**src/rtl/spi_flash_pkg.sv**
```systemverilog
// Shared definitions for the SPI flash write/erase initiator.
// Holds flash opcodes, cmd_op encodings, datapath widths and the sequencer state enum.
package spi_flash_pkg;

   localparam int unsigned SHIFT_W = 40;   // longest frame: opcode + addr + data
   localparam int unsigned CNT_W   = 6;    // frame bit/cycle counter
   localparam int unsigned GAP_W   = 16;   // cs-high gap / poll interval counter
   localparam int unsigned TMO_W   = 32;   // WIP timeout counter
   localparam int unsigned ADDR_W  = 24;
   localparam int unsigned BYTE_W  = 8;

   localparam logic [7:0] CMD_WREN  = 8'h06;
   localparam logic [7:0] CMD_PP    = 8'h02;
   localparam logic [7:0] CMD_SE    = 8'h20;
   localparam logic [7:0] CMD_BE    = 8'hD8;
   localparam logic [7:0] CMD_RDSR  = 8'h05;
   localparam logic [7:0] CMD_FREAD = 8'h0B;

   localparam logic [1:0] OP_PROG = 2'b00;
   localparam logic [1:0] OP_SE   = 2'b01;
   localparam logic [1:0] OP_BE   = 2'b10;
   localparam logic [1:0] OP_RSVD = 2'b11;

   typedef enum logic [2:0] {
      ST_IDLE,
      ST_WREN,
      ST_GAP1,
      ST_OP,
      ST_GAP2,
      ST_RDSR,
      ST_CHECK,
      ST_PWAIT
   } state_e;

endpackage

```
**src/rtl/spi_shift_engine.sv**
```systemverilog
// One SPI transaction: cs falls, len_i bits of tx_data_i go out MSB first,
// optionally 8 bits are read back, then cs rises.
// Ports: start_i (accepted only while cs is high), len_i, rx_en_i, tx_data_i
// (left aligned), miso_i; cs_o, mosi_o, xfer_done_c_o (last cs-low cycle),
// rx_data_o (last received byte, updated at cs rise).
module spi_shift_engine
   import spi_flash_pkg::*;
(
   input  logic               clk,
   input  logic               rstn,
   input  logic               start_i,
   input  logic [CNT_W-1:0]   len_i,
   input  logic               rx_en_i,
   input  logic [SHIFT_W-1:0] tx_data_i,
   input  logic               miso_i,
   output logic               cs_o,
   output logic               mosi_o,
   output logic               xfer_done_c_o,
   output logic [BYTE_W-1:0]  rx_data_o
);

   logic               cs_q,   cs_d;
   logic               mosi_q, mosi_d;
   logic [SHIFT_W-1:0] sh_q,   sh_d;
   logic [CNT_W-1:0]   cnt_q,  cnt_d;
   logic [CNT_W-1:0]   len_q,  len_d;
   logic               rx_q,   rx_d;
   logic [BYTE_W-1:0]  rxsh_q, rxsh_d;
   logic [BYTE_W-1:0]  stat_q, stat_d;
   logic [CNT_W-1:0]   end_cnt;
   logic               last_c;

   // cnt_q equals the cycle offset from the cs fall; the frame ends after
   // len bits, plus 8 read cycles when receiving.
   always_comb begin
      end_cnt = rx_q ? CNT_W'(len_q + CNT_W'(8)) : len_q;
      last_c  = !cs_q && (cnt_q == end_cnt);
   end

   // Frame sequencing; bit k is registered at the end of offset k so it
   // appears on mosi during offset k+1.
   always_comb begin
      cs_d   = cs_q;
      mosi_d = mosi_q;
      sh_d   = sh_q;
      cnt_d  = cnt_q;
      len_d  = len_q;
      rx_d   = rx_q;
      rxsh_d = rxsh_q;
      stat_d = stat_q;
      if (cs_q) begin
         mosi_d = 1'b0;
         if (start_i) begin
            cs_d  = 1'b0;
            sh_d  = tx_data_i;
            cnt_d = '0;
            len_d = len_i;
            rx_d  = rx_en_i;
         end
      end else if (last_c) begin
         cs_d   = 1'b1;
         mosi_d = 1'b0;
         if (rx_q) stat_d = {rxsh_q[6:0], miso_i};
      end else begin
         mosi_d = sh_q[SHIFT_W-1];
         sh_d   = {sh_q[SHIFT_W-2:0], 1'b0};
         cnt_d  = CNT_W'(cnt_q + CNT_W'(1));
         // First 7 read bits; the 8th is folded in at cs rise.
         if (rx_q && (cnt_q > len_q)) rxsh_d = {rxsh_q[6:0], miso_i};
      end
   end

   always_ff @(posedge clk) begin
      if (!rstn) begin
         cs_q   <= 1'b1;
         mosi_q <= 1'b0;
         sh_q   <= '0;
         cnt_q  <= '0;
         len_q  <= '0;
         rx_q   <= 1'b0;
         rxsh_q <= '0;
         stat_q <= '0;
      end else begin
         cs_q   <= cs_d;
         mosi_q <= mosi_d;
         sh_q   <= sh_d;
         cnt_q  <= cnt_d;
         len_q  <= len_d;
         rx_q   <= rx_d;
         rxsh_q <= rxsh_d;
         stat_q <= stat_d;
      end
   end

   assign cs_o          = cs_q;
   assign mosi_o        = mosi_q;
   assign xfer_done_c_o = last_c;
   assign rx_data_o     = stat_q;

endmodule

```
**src/rtl/spi_flash_writer.sv**
```systemverilog
// SPI flash write/erase initiator: WREN, then page program / sector erase /
// block erase, then RDSR polling until WIP clears or the timeout expires.
// Ports: cmd_valid/cmd_op/addr/wdata request (accepted when ready),
// done/err completion pulse, status (last RDSR byte), cs/mosi/miso flash pins.
module spi_flash_writer
   import spi_flash_pkg::*;
#(
   parameter int unsigned CS_GAP        = 4,
   parameter int unsigned POLL_INTERVAL = 72,
   parameter int unsigned TIMEOUT       = 72_000_000
) (
   input  logic              clk,
   input  logic              rstn,
   input  logic              cmd_valid,
   input  logic [1:0]        cmd_op,
   input  logic [ADDR_W-1:0] addr,
   input  logic [BYTE_W-1:0] wdata,
   output logic              ready,
   output logic              done,
   output logic              err,
   output logic [BYTE_W-1:0] status,
   output logic              cs,
   output logic              mosi,
   input  logic              miso
);

   state_e              state_q, state_d;
   logic [GAP_W-1:0]    gap_q,   gap_d;
   logic [TMO_W-1:0]    tmo_q,   tmo_d;
   logic [1:0]          op_q,    op_d;
   logic [ADDR_W-1:0]   addr_q,  addr_d;
   logic [BYTE_W-1:0]   wdata_q, wdata_d;
   logic                done_q,  done_d;
   logic                err_q,   err_d;
   logic                ready_q, ready_d;

   logic                xfer_start;
   logic [CNT_W-1:0]    xfer_len;
   logic                xfer_rx;
   logic [SHIFT_W-1:0]  xfer_tx;
   logic                xfer_done_c;
   logic [BYTE_W-1:0]   rdsr_byte;

   spi_shift_engine u_engine (
      .clk           (clk),
      .rstn          (rstn),
      .start_i       (xfer_start),
      .len_i         (xfer_len),
      .rx_en_i       (xfer_rx),
      .tx_data_i     (xfer_tx),
      .miso_i        (miso),
      .cs_o          (cs),
      .mosi_o        (mosi),
      .xfer_done_c_o (xfer_done_c),
      .rx_data_o     (rdsr_byte)
   );

   // Sequencer: a start is issued in the last cs-high cycle of each gap so the
   // engine's cs fall lands exactly CS_GAP / POLL_INTERVAL cycles after cs rise.
   always_comb begin
      state_d    = state_q;
      gap_d      = gap_q;
      tmo_d      = (tmo_q == '1) ? tmo_q : TMO_W'(tmo_q + TMO_W'(1));
      op_d       = op_q;
      addr_d     = addr_q;
      wdata_d    = wdata_q;
      done_d     = 1'b0;
      err_d      = 1'b0;
      xfer_start = 1'b0;
      xfer_len   = CNT_W'(8);
      xfer_rx    = 1'b0;
      xfer_tx    = {CMD_WREN, 32'h0};
      unique case (state_q)
         ST_IDLE: begin
            if (cmd_valid && ready_q) begin
               op_d    = cmd_op;
               addr_d  = addr;
               wdata_d = wdata;
               if (cmd_op == OP_RSVD) begin
                  done_d = 1'b1;
                  err_d  = 1'b1;
               end else begin
                  xfer_start = 1'b1;
                  state_d    = ST_WREN;
               end
            end
         end
         ST_WREN: begin
            if (xfer_done_c) begin
               gap_d   = GAP_W'(CS_GAP - 1);
               state_d = ST_GAP1;
            end
         end
         ST_GAP1: begin
            if (gap_q == '0) begin
               xfer_start = 1'b1;
               if (op_q == OP_PROG) begin
                  xfer_len = CNT_W'(40);
                  xfer_tx  = {CMD_PP, addr_q, wdata_q};
               end else begin
                  xfer_len = CNT_W'(32);
                  xfer_tx  = {(op_q == OP_SE) ? CMD_SE : CMD_BE, addr_q, 8'h00};
               end
               state_d = ST_OP;
            end else begin
               gap_d = GAP_W'(gap_q - GAP_W'(1));
            end
         end
         ST_OP: begin
            if (xfer_done_c) begin
               gap_d   = GAP_W'(CS_GAP - 1);
               state_d = ST_GAP2;
            end
         end
         ST_GAP2: begin
            if (gap_q == '0) begin
               xfer_start = 1'b1;
               xfer_rx    = 1'b1;
               xfer_tx    = {CMD_RDSR, 32'h0};
               tmo_d      = '0;   // timeout window opens at the first RDSR cs fall
               state_d    = ST_RDSR;
            end else begin
               gap_d = GAP_W'(gap_q - GAP_W'(1));
            end
         end
         ST_RDSR: begin
            if (xfer_done_c) state_d = ST_CHECK;
         end
         ST_CHECK: begin
            if (!rdsr_byte[0]) begin
               done_d  = 1'b1;
               state_d = ST_IDLE;
            end else if (tmo_q >= TMO_W'(TIMEOUT)) begin
               done_d  = 1'b1;
               err_d   = 1'b1;
               state_d = ST_IDLE;
            end else if (POLL_INTERVAL <= 1) begin
               xfer_start = 1'b1;
               xfer_rx    = 1'b1;
               xfer_tx    = {CMD_RDSR, 32'h0};
               state_d    = ST_RDSR;
            end else begin
               // CHECK itself is the first cs-high cycle of the poll interval.
               gap_d   = GAP_W'(POLL_INTERVAL - 2);
               state_d = ST_PWAIT;
            end
         end
         ST_PWAIT: begin
            if (gap_q == '0) begin
               xfer_start = 1'b1;
               xfer_rx    = 1'b1;
               xfer_tx    = {CMD_RDSR, 32'h0};
               state_d    = ST_RDSR;
            end else begin
               gap_d = GAP_W'(gap_q - GAP_W'(1));
            end
         end
         default: state_d = ST_IDLE;
      endcase
      ready_d = (state_d == ST_IDLE);
   end

   always_ff @(posedge clk) begin
      if (!rstn) begin
         state_q <= ST_IDLE;
         gap_q   <= '0;
         tmo_q   <= '0;
         op_q    <= OP_PROG;
         addr_q  <= '0;
         wdata_q <= '0;
         done_q  <= 1'b0;
         err_q   <= 1'b0;
         ready_q <= 1'b1;
      end else begin
         state_q <= state_d;
         gap_q   <= gap_d;
         tmo_q   <= tmo_d;
         op_q    <= op_d;
         addr_q  <= addr_d;
         wdata_q <= wdata_d;
         done_q  <= done_d;
         err_q   <= err_d;
         ready_q <= ready_d;
      end
   end

   assign ready  = ready_q;
   assign done   = done_q;
   assign err    = err_q;
   assign status = rdsr_byte;

endmodule

```
**config.mk**
```make
export PLATFORM = sky130hd
export DESIGN_NAME = spi_flash_writer
export DESIGN_NICKNAME = d
export VERILOG_FILES = /design/src/rtl/spi_flash_pkg.sv /design/src/rtl/spi_shift_engine.sv /design/src/rtl/spi_flash_writer.sv
export SDC_FILE = /design/constraint.sdc
export NUM_CORES = 1
export LEC_CHECK = 0
export BUFFER_PORTS_ARGS = -buffer_cell sky130_fd_sc_hd__clkbuf_2
export CORE_UTILIZATION = 35
export CTS_BUF_LIST = sky130_fd_sc_hd__clkbuf_16
export DETAILED_ROUTE_END_ITERATION = 8
export MAX_ROUTING_LAYER = met4
export PLACE_DENSITY = 0.51
export SYNTH_ARGS = -nofsm -noshare
export SYNTH_HDL_FRONTEND = slang
export SYNTH_SLANG_ARGS = --single-unit
```
**constraint.sdc**
```tcl
create_clock -name clk -period 3.35 [get_ports clk]
set_input_delay 1.005 -clock clk [delete_from_list [all_inputs] [get_ports clk]]
set_output_delay 1.005 -clock clk [all_outputs]
set_load 0.05 [all_outputs]
```
==> results.md <==
- CP arrival: 2.82 ns
- Crit-path cells: inv_1, ha_1, nor3b_2, nand4_2, a22oi_1, buf_4, nand2_1, a311oi_1
- Worst Path Buf+Inv: 2
- Area after DPL: ~7600 µm²
- P&R area growth vs syn: 16.3%
- H-Tree Depth: 4
- Clock sinks: 154
- Die X: about 140 µm
- Initial core utilization: a little over a third
- Synth top cells by count: nand2_1, dfxtp_1, a21oi_1, nor2_1, o21ai_0
- Mapped Cells: 881
- Largest family of logic cells by synthesized area: simple AND/OR/NAND/NOR gates
- DP HPWL: 11200 µm
- TNS Setup: 0 ns
- Design Area, Final: between 8000 and 9000 µm²
- Compound-Gate Fraction of Synth Area: 22.5%
- Top cell type by total area after synthesis: dfxtp_1
- Wire per inst: 14.3 µm
- Vias in the first global route: 5653
- Die height: 145 µm
- Setup bufs post-CTS: 0
- Top post-synthesis cells by area: dfxtp_1, nand2_1, a21oi_1
- Routed Antenna Nets: 0
- Crit path capture type: register
- Most common cell in the netlist: nand2_1
- Clock Skew: 0.0112 ns
- CP startpoint: gap_q[0]$_SDFFE_PN0P_
- Fin. Hold Viols: 0
- Clock-pin slew on the worst setup and hold paths: 0.06 ns
- TritonCTS clock tree: yes
- Simple-Gate Fraction of Synth Area: 26.0%
- Syn Nets: 927
- RSZ-0062 raised after global routing: false
- Largest net degree at the start of global routing: 98
- P per Cell Area: 845 nW/µm²
- Multiplexer share of the synthesized area: 0.985%
- Origin of the critical flop-to-flop path: gap_q[0]$_SDFFE_PN0P_
- Layout cells sized above 1: between 10% and 20%
- Core box area: approximately 20000 µm²
- Peak supply drop: 0.733 mV
- Hold WC Path Type: register to register
- Drt first pass iters: 4
- Initial antenna violation count: 0
- DRC viols: 0
- Slew at the pin with the worst max-slew slack: around 0.66 ns
- First-pass GRT wire length: 28800 µm
- Max-slew headroom: 55.8%
- Slowest CP cell: a311oi_1
- Syn Std Cell Area: slightly above 7000 µm²
- Worst Path Required: 3.68 ns
- PortBufs: 50
- Total grt overflow: 0
- Hold slack: 0.453 ns
- Max-cap violation count: 0
- Final Setup Violations: 0
- Post-synth EDFFs: 0
- Critical Path Max Stage Delay: 0.39 ns
- Root Driver: clkbuf_16
- Outcome: completed
- # diodes: 0
- Bufs on Longest Clock Path: 2
- Die area: around 21000 µm²
- Sequential element share of the synthesized area: 43.3%
- Syn_area_per_cell: roughly 8 µm²
- Hold-fix buffers, CTS: 0
- Min-delay src: u_engine.rx_data_o[2]$_SDFFE_PN0P_
- Final Max Tran Viols: 0
- Netlist cell types: 73
- Fillers: about 2100
- Yosys warns: 0
- Total Routing Usage GR: 17.8%
- Post-Synth XOR/XNOR Area: roughly 1.1%
- Crit-path leading delay family: simple AND/OR/NAND/NOR gates
- Max Freq: 402 MHz
- Lkg Pwr: 2.97 nW
- Vias per cell: 5.30
- Leading register cell type out of synthesis: dfxtp_1
- Routed WL: ~17000 µm
- PostCTS Resize Cnt: 0
- CP Launch Type: register
- Clk Latency, worst-skew pair: 0.43 ns
- Std-Cell Rows: 51
- Vias: 6318
- Synth top area share: 43.3%
- Final net count: between 900 and 1000
- DRT iter0 DRCs: ~360
- Ys async rst share: 0%
- Yosys reg bits: 154
- Top Ports: 51
- Placer congestion estimate: roughly 0.75
- CP max FO: 14
- Cts bufs inserted: 17
- Fraction of the mapped netlist area in adder cells: 1.41%
- Fin crit share: 74.3%
- Crit path kind: register to register
- Crit path time final: 2.49 ns
## kinds of logic after synthesis
family	count (synthesis)
compound gates	245
xor+xnor	9
simple gates	378
mux	7
flops	154
buf+inv	80
fa+ha+maj	8
## per-layer routing
metal / vias up / routed length [µm] / track usage (%)
met1: 2966 / 9110 / 25.4
met3: 18 / 471 / 2.95
met2: 81 / 7240 / 25.2
li1: 3253 / - / -
met4: 0 / 207 / 5.98
met5: - / 0 / -
## worst paths after layout
path,endpoint,slack [ns],cells after the start
min,u_engine.rx_data_o[2]$_SDFFE_PN0P_,0.45,2
max reg2reg,gap_q[4]$_SDFFE_PN0P_,0.86,8
min reg2reg,u_engine.rx_data_o[2]$_SDFFE_PN0P_,0.45,2
max,gap_q[4]$_SDFFE_PN0P_,0.86,8
## sequential cells by signal, indices dropped and copies added, names as in the netlist
signal and count:
gap_q 16, tmo_q 32, err 1, u_engine.mosi_o 1
done 1, op_q 2, u_engine.rx_data_o 8, state_q 3
u_engine.rx_q 1, u_engine.sh_q 40, u_engine.len_q 2, ready 1
u_engine.cnt_q 6, addr_q 24, wdata_q 8, u_engine.rxsh_q 7
u_engine.cs_o 1
## cell usage in the layout (no fill, tap or decap), types with 5 or more instances in the layout
cell and instances:
buf_4 20, o21ai_0 44, nand3_1 30, inv_1 21, nand2_1 160, clkbuf_2 50
ha_1 8, or4_1 8, and2_1 7, nand4_1 12, a311oi_1 30, nor2_1 69
a32oi_1 7, o31ai_1 8, and3_1 10, clkbuf_16 17, nor4_1 6, a21oi_1 101
or3_1 23, mux2i_1 7, a31oi_1 9, nor3_1 21, and4_1 8, dfxtp_1 154
xor2_1 5
## area by class of cell
type / instances / area [µm²] / share of cell area (%)
Tap cell: 265 / 332 / 4.01
Clock inverter: 15 / 196 / 2.37
Clock buffer: 17 / 425 / 5.14
Timing Repair Buffer: 72 / 440 / 5.32
Inverter: 22 / 82.6 / 0.998
Multi-Input combinational cell: 647 / 3710 / 44.9
Sequential cell: 154 / 3080 / 37.3
## worst register-to-register path, cell delays in order, from the launching register on
cell and delay [ns]:
dfxtp_1 0.31, inv_1 0.09, ha_1 0.23, nor3b_2 0.36, nand4_2 0.25, a22oi_1 0.23
buf_4 0.17, nand2_1 0.36, a311oi_1 0.40
## stage by stage
stage          utilization, %  power (W)  worst slack (ns)  instances
6_report                 42.0    0.00699             0.861       1192
5_1_grt                  42.0    0.00749             0.656       1192
4_1_cts                  42.0    0.00706             0.851       1192
3_5_place_dp             38.8    0.00500             0.866       1160
3_3_place_gp             38.8    0.00499             0.929       1160
2_1_floorplan               -    0.00431              1.20        881
## report_power, final
part           leakage [nW]  internal, W  switching [W]
logic                  1.42     0.000910        0.00168
registers              1.25      0.00213       0.000230
clock network         0.293      0.00125       0.000793
(Power assumes the default switching activity.)
